[config.mk]
export PLATFORM = sky130hd
export DESIGN_NAME = pi_txn_queue
export DESIGN_NICKNAME = d
export VERILOG_FILES = /design/src/rtl/pistorm_pkg.sv /design/src/rtl/pi_desc_fifo.sv /design/src/rtl/pi_txn_queue.sv
export SDC_FILE = /design/constraint.sdc
export NUM_CORES = 1
export LEC_CHECK = 0
export BUFFER_PORTS_ARGS = -buffer_cell sky130_fd_sc_hd__buf_4
export CAP_MARGIN = 20
export CORE_MARGIN = 3
export CORE_UTILIZATION = 61
export CTS_CLUSTER_SIZE = 25
export DETAILED_ROUTE_END_ITERATION = 8
export PLACE_DENSITY = 0.87
export SLEW_MARGIN = 15
export SYNTH_ARGS = -nofsm -noshare
export SYNTH_HDL_FRONTEND = slang
export SYNTH_SLANG_ARGS = --single-unit
[constraint.sdc]
create_clock -name PI_CLK -period 4.4 [get_ports PI_CLK]
set_input_delay 1.32 -clock PI_CLK [delete_from_list [all_inputs] [get_ports PI_CLK]]
set_output_delay 1.32 -clock PI_CLK [all_outputs]
set_load 0.1 [all_outputs]
[src/rtl/pistorm_pkg.sv]
// rtl/pistorm_pkg.sv - shared register map, command bits and descriptor type for the Pi transaction queue
// PI_TXN_QUEUE_FC_EN adds a per-descriptor function code field.
package pistorm_pkg;

    localparam logic [1:0] REG_DATA    = 2'd0;
    localparam logic [1:0] REG_ADDR_LO = 2'd1;
    localparam logic [1:0] REG_ADDR_HI = 2'd2;
    localparam logic [1:0] REG_STATUS  = 2'd3;

    localparam int CMD_BYTE   = 8;
    localparam int CMD_RW     = 9;
    localparam int CMD_FC_LSB = 10;
    localparam int CMD_CLEAR  = 15;

    localparam int ST_BUSY     = 15;
    localparam int ST_FULL     = 14;
    localparam int ST_EMPTY    = 13;
    localparam int ST_OVERFLOW = 12;
    localparam int ST_BERR     = 11;
    localparam int ST_FRESH    = 10;

    localparam int DESC_AW = 24;
    localparam logic [2:0] FC_SUPER_DATA = 3'b101;

    typedef struct packed {
        logic [DESC_AW-1:0] addr;
        logic [15:0]        wdata;
        logic               rw;
        logic               uds_n;
        logic               lds_n;
`ifdef PI_TXN_QUEUE_FC_EN
        logic [2:0]         fc;
`endif
    } txn_desc_t;

    // Idle bus: read, both strobes negated.
    function automatic txn_desc_t desc_idle();
        txn_desc_t d;
        d       = '0;
        d.rw    = 1'b1;
        d.uds_n = 1'b1;
        d.lds_n = 1'b1;
        return d;
    endfunction

endpackage

[src/rtl/pi_desc_fifo.sv]
// rtl/pi_desc_fifo.sv - DEPTH-entry descriptor FIFO with a registered head output
module pi_desc_fifo
    import pistorm_pkg::*;
#(
    parameter int DEPTH = 4
) (
    input  logic                   clk,
    input  logic                   rst_n,
    input  logic                   push,
    input  logic                   pop,
    input  txn_desc_t              din,
    output txn_desc_t              dout,
    output logic                   full,
    output logic                   empty,
    output logic [$clog2(DEPTH):0] level
);

    localparam int PW = $clog2(DEPTH);
    localparam int LW = PW + 1;

    txn_desc_t       mem [DEPTH];
    logic [PW-1:0]   wptr;
    logic [PW-1:0]   rptr;
    logic [PW-1:0]   rptr_nxt;
    logic            push_ok;
    logic            pop_ok;

    assign full     = (level == LW'(DEPTH));
    assign empty    = (level == '0);
    assign pop_ok   = pop && !empty;
    assign push_ok  = push && (!full || pop_ok);
    assign rptr_nxt = pop_ok ? rptr + 1'b1 : rptr;

    always_ff @(posedge clk) begin
        if (push_ok) begin
            mem[wptr] <= din;
        end
    end

    // dout tracks the entry at rptr_nxt; when that slot is being written now, take din directly.
    always_ff @(posedge clk or negedge rst_n) begin
        if (!rst_n) begin
            wptr  <= '0;
            rptr  <= '0;
            level <= '0;
            dout  <= desc_idle();
        end else begin
            if (push_ok) begin
                wptr <= wptr + 1'b1;
            end
            rptr <= rptr_nxt;
            case ({push_ok, pop_ok})
                2'b10:   level <= level + 1'b1;
                2'b01:   level <= level - 1'b1;
                default: level <= level;
            endcase
            if (push_ok || pop_ok) begin
                dout <= (push_ok && (wptr == rptr_nxt)) ? din : mem[rptr_nxt];
            end
        end
    end

endmodule

[src/rtl/pi_txn_queue.sv]
// rtl/pi_txn_queue.sv - Pi register front end queueing 68k bus descriptors for the sequencer
// PI_TXN_QUEUE_FC_EN: take the function code from ADDR_HI instead of fixed supervisor data.
module pi_txn_queue
    import pistorm_pkg::*;
#(
    parameter int DEPTH = 4,
    parameter int AW    = 24
) (
    input  logic          PI_CLK,
    input  logic          RESET_n,
    input  logic          wr_pulse,
    input  logic          rd_pulse,
    input  logic [1:0]    reg_sel,
    input  logic [15:0]   wr_data,
    output logic [15:0]   rd_data,
    output logic          txn_valid,
    input  logic          txn_ready,
    output logic [AW-1:0] txn_addr,
    output logic [15:0]   txn_wdata,
    output logic          txn_rw,
    output logic          txn_uds_n,
    output logic          txn_lds_n,
    output logic [2:0]    txn_fc,
    input  logic          txn_done,
    input  logic [15:0]   txn_rdata,
    input  logic          txn_berr,
    output logic          busy
);

    localparam int LW = $clog2(DEPTH) + 1;

    logic [15:0]   stage_wdata;
    logic [15:0]   stage_addr;
    logic [15:0]   rd_result;
    logic          outstanding;
    logic          outstanding_nxt;
    logic          out_rw;
    logic          overflow;
    logic          berr;
    logic          rd_fresh;
    logic          push;
    logic          push_ok;
    logic          pop;
    logic          done_ok;
    logic          full;
    logic          empty;
    logic [LW-1:0] level;
    logic [LW-1:0] level_nxt;
    logic [4:0]    level_wide;
    logic [15:0]   status;
    txn_desc_t     push_desc;
    txn_desc_t     head;
    logic          unused_bits;

    assign push      = wr_pulse && (reg_sel == REG_ADDR_HI);
    assign txn_valid = !empty && !outstanding;
    assign pop       = txn_valid && txn_ready;
    assign push_ok   = push && (!full || pop);
    assign done_ok   = txn_done && outstanding;
    assign level_nxt = level + LW'(push_ok) - LW'(pop);
    assign level_wide = 5'(level);

    always_comb begin
        outstanding_nxt = outstanding;
        if (pop) begin
            outstanding_nxt = 1'b1;
        end else if (done_ok) begin
            outstanding_nxt = 1'b0;
        end
    end

    always_comb begin
        push_desc       = '0;
        push_desc.addr  = {wr_data[7:0], stage_addr};
        push_desc.wdata = stage_wdata;
        push_desc.rw    = wr_data[CMD_RW];
        // Word access keeps both strobes active and leaves addr[0] as written.
        if (wr_data[CMD_BYTE]) begin
            push_desc.uds_n = push_desc.addr[0];
            push_desc.lds_n = !push_desc.addr[0];
        end else begin
            push_desc.uds_n = 1'b0;
            push_desc.lds_n = 1'b0;
        end
`ifdef PI_TXN_QUEUE_FC_EN
        push_desc.fc = wr_data[CMD_FC_LSB +: 3];
`endif
    end

    always_comb begin
        status              = '0;
        status[ST_BUSY]     = busy;
        status[ST_FULL]     = full;
        status[ST_EMPTY]    = empty;
        status[ST_OVERFLOW] = overflow;
        status[ST_BERR]     = berr;
        status[ST_FRESH]    = rd_fresh;
        status[3:0]         = level_wide[4] ? 4'hF : level_wide[3:0];
    end

    pi_desc_fifo #(.DEPTH(DEPTH)) u_fifo (
        .clk   (PI_CLK),
        .rst_n (RESET_n),
        .push  (push),
        .pop   (pop),
        .din   (push_desc),
        .dout  (head),
        .full  (full),
        .empty (empty),
        .level (level)
    );

    assign txn_addr  = AW'(head.addr);
    assign txn_wdata = head.wdata;
    assign txn_rw    = head.rw;
    assign txn_uds_n = head.uds_n;
    assign txn_lds_n = head.lds_n;

`ifdef PI_TXN_QUEUE_FC_EN
    assign txn_fc      = head.fc;
    assign unused_bits = ^wr_data[14:13];
`else
    logic fc_seen;

    always_ff @(posedge PI_CLK or negedge RESET_n) begin
        if (!RESET_n) begin
            fc_seen <= 1'b0;
        end else if (push_ok) begin
            fc_seen <= 1'b1;
        end
    end

    assign txn_fc      = fc_seen ? FC_SUPER_DATA : 3'b000;
    assign unused_bits = ^wr_data[14:10];
`endif

    always_ff @(posedge PI_CLK or negedge RESET_n) begin
        if (!RESET_n) begin
            stage_wdata <= '0;
            stage_addr  <= '0;
            rd_result   <= '0;
            rd_data     <= '0;
            outstanding <= 1'b0;
            out_rw      <= 1'b0;
            overflow    <= 1'b0;
            berr        <= 1'b0;
            rd_fresh    <= 1'b0;
            busy        <= 1'b0;
        end else begin
            if (wr_pulse && (reg_sel == REG_DATA)) begin
                stage_wdata <= wr_data;
            end
            if (wr_pulse && (reg_sel == REG_ADDR_LO)) begin
                stage_addr <= wr_data;
            end
            outstanding <= outstanding_nxt;
            busy        <= (level_nxt != '0) || outstanding_nxt;
            if (pop) begin
                out_rw <= txn_rw;
            end
            // A flag raised in the same cycle as a clear stays set.
            if (wr_pulse && (reg_sel == REG_STATUS) && wr_data[CMD_CLEAR]) begin
                overflow <= 1'b0;
                berr     <= 1'b0;
            end
            if (push && !push_ok) begin
                overflow <= 1'b1;
            end
            if (done_ok && txn_berr) begin
                berr <= 1'b1;
            end
            if (rd_pulse && (reg_sel == REG_DATA)) begin
                rd_data  <= rd_result;
                rd_fresh <= 1'b0;
            end else if (rd_pulse && (reg_sel == REG_STATUS)) begin
                rd_data <= status;
            end
            if (done_ok && out_rw) begin
                rd_result <= txn_rdata;
                rd_fresh  <= 1'b1;
            end
        end
    end

endmodule

==> metrics.md <==
| Metric | Value |
|---|---|
| Area grow syn2layout | `13.10%` |
| Clock root cell | `clkbuf_16` |
| # DRC | `1` |
| Most common cell after layout, fill and taps aside | `edfxtp_1` |
| Largest net degree at the start of global routing | `125` |
| VDD IR max | `0.0005322 V` |
| Cts hold-fix bufs | `0` |
| Most frequent cells in the layout | `edfxtp_1 (172), o21ai_0 (150), buf_4 (122)` |
| Post-Layout Inst Area | `16,050 sq um` |
| Synth Warn # | `0` |
| DR pass1 iterations | `7` |
| Post-Place Worst Slack | `636.9 ps` |
| Routed Antenna Nets | `0` |
| CTS Buf Count | `30` |
| Shortest period the worst path allows | `3601 ps` |
| Final wirelength | `36,140 microns` |
| Failing checks | `DRC` |
| Reg clk slew, reported paths | `60 ps` |
| Count of placed standard cells including taps | `1,548` |
| DRT iter0 DRCs | `1,422` |
| Clk_lat worst skew | `550 ps` |
| RSZ-0062 raised after global routing | `false` |
| Die width | `158.5 microns` |
| Synthesized cell area | `14,190 sq um` |
| Post-CTS Setup Bufs | `0` |
| Hold crit path type | `flip-flop to flip-flop` |
| Crit Path Category | `flip-flop to output pin` |
| Critical path arrival | `2280 ps` |
| H-tree levels | `1` |
| Main synth FF type | `edfxtp_1` |
| Hold WS | `492.2 ps` |
| Slew @ Worst Pin | `1095 ps` |
| CTS max path bufs | `3` |
| Global route overflow | `0` |
| Count of pins over their slew limit | `0` |
| Clock power frac | `19.0%` |
| WL/cell | `22.53 microns` |
| Vias in the first global route | `10,620` |
| First-pass GRT wire length | `56,500 microns` |
| Gpl congestion | `0.8030` |
| GRT Overall Usage | `28.50%` |
| Clk_skew | `14.89 ps` |
| Pwr dens | `774.5 nW/um^2` |
| I/O Pins | `105` |
| DIE HEIGHT | `158.5 microns` |
| Nets | `1,317` |
| Fmax | `277.7 MHz` |
| Worst setup EP type | `output pin` |
| Tot Pwr | `12.43 mW` |
| Layout Utilization | `70.45%` |
| Setup TNS Final | `0 ps` |
| Part of the power in combinational logic | `47.1%` |
| Post-synth EDFFs | `172` |
| Diodes inserted | `0` |
| Slack of the critical path | `799.0 ps` |
| Initial Util | `62.29%` |
| Via count | `10,840` |
| Sequential power share | `33.9%` |
| Cell-internal power | `6.562 mW` |
| Final critical-path share of the clock period | `81.84%` |
| Cell Area, Placed | `15,120 sq um` |
| Synth Instances | `1,236` |
| Fin cells | `1,604` |
| Register area share after synthesis | `57.77%` |
| Final setup violating endpoints | `0` |
| Clock Sinks | `293` |
| PostCTS Resize Cnt | `0` |
| Placement Rows | `55` |
| Via/cell ratio | `6.756` |
| Maxcap violations | `0` |
| Netlist cell types | `54` |
| DPL Wire Length | `20,200 microns` |
| # port buffers | `103` |
| Max-slew headroom | `27.01%` |
| Syn nets | `1,286` |
| Initial antenna violation count | `0` |
| Startpoint types | `flip-flop` |
| Core area | `22,780 sq um` |
| Die Footprint | `25,120 sq um` |
| Async SR Flop Fraction | `41.30%` |
| Worst Path Max Fanout | `8` |
| Outcome | `finished, violations left` |
| Post-Syn Area per Cell | `11.48 sq um` |
| Switch Pwr | `5.865 mW` |
| #FFs+latches synth | `293` |
| Final hold vios | `0` |
| Switching share of power | `47.19%` |
| Worst EP required | `3080 ps` |
| Leak pwr | `5.753 nW` |
| Share of post-route cells with drive strength above 1 | `21.53%` |
| TritonCTS clock tree | `built` |
==> flip-flops by register name (all words and copies together), names as in the netlist, 2 cells and up <==
register and cells:
rd_data 16, u_fifo.mem 172, u_fifo.wptr 2, u_fifo.dout 43
stage_wdata 16, stage_addr 16, u_fifo.rptr 2, u_fifo.level 3
rd_result 16
==> synth_stat cells (3+ instances only) <==
cell type	number	area, sq um
nand2_1	101	379.1
o41ai_1	41	359.1
a21oi_1	11	55.05
mux2i_1	3	30.03
buf_1	13	48.80
edfxtp_1	172	5165
nand4b_1	41	359.1
dfstp_2	3	78.83
nand2b_1	87	544.3
nor2b_1	7	43.79
a22oi_1	16	120.1
xnor2_1	3	26.28
buf_2	6	30.03
buf_6	4	45.04
mux2_2	89	1002
ha_1	7	87.58
buf_4	6	45.04
inv_1	19	71.32
clkbuf_1	99	371.6
dfrtp_1	118	2953
nand4_1	83	519.3
a31oi_1	41	256.5
xor2_1	4	35.03
nand3_1	12	60.06
nor3_1	3	15.01
o21ai_0	150	750.7
and2_1	7	43.79
nor2_1	11	41.29
a211oi_1	43	322.8
==> power by group through the flow <==
stage               registers [mW]  logic [mW]  clock network, mW
floorplan                     5.75        2.80                  0
global placement              4.21        5.59                  0
detailed placement            4.23        5.76                  0
CTS                           4.19        5.80               2.38
global route                  4.28        6.20               2.51
finish                        4.22        5.85               2.36
==> worst max-delay path, stage by stage, from the launching register on <==
cell	delay, ps
dfrtp_1	490
nor3_1	860
nor2_1	110
buf_4	280
==> logic make-up (layout without fill, tap and decap cells) <==
family	Yosys count	after routing	synth area share, %
other	1	1	0.02643
AND/OR/NAND/NOR	366	366	14.85
flip-flops	293	293	57.77
adder cells (fa/ha/maj)	9	9	0.8995
AO/OA/AOI/OAI	318	318	14.22
multiplexers	92	92	7.276
XOR/XNOR	8	8	0.5909
buffers and inverters	149	204	4.365
==> final cells by class <==
class                           count  area [sq um]
Multi-Input combinational cell    794          5433
Sequential cell                   293          8204
Clock buffer                       43         850.8
Clock inverter                     13         72.57
Timing Repair Buffer              127          1016
Inverter                           21         78.83
Fill cell                        1514          6731
Tap cell                          313         391.6
==> worst paths after layout <==
path / from / end / slack [ps] / cells past startpoint
worst max-delay path: u_fifo.level[2]$_DFFE_PN0P_ / txn_valid / 800 / 3
worst min-delay path: overflow$_DFFE_PN0P_ / overflow$_DFFE_PN0P_ / 490 / 2
worst max register to register: u_fifo.level[2]$_DFFE_PN0P_ / u_fifo.dout[12]$_DFFE_PN0P_ / 990 / 7
worst min register to register: overflow$_DFFE_PN0P_ / overflow$_DFFE_PN0P_ / 490 / 2
max in group asynchronous: RESET_n / u_fifo.rptr[1]$_DFF_PN0_ / 2970 / 2
min in group asynchronous: RESET_n / rd_result[3]$_DFFE_PN0P_ / 870 / 2
==> routing by layer <==
| layer | track usage (%) | share of wire (%) | up-vias |
|---|---|---|---|
| li1 | - | - | 4762 |
| met1 | 37.44 | 38 | 5354 |
| met2 | 48.28 | 50 | 619 |
| met3 | 4.784 | 9.0 | 101 |
| met4 | 10.28 | 3.1 | 0 |
| met5 | 0 | 0 | - |
Power figures use the tool's default switching activity.
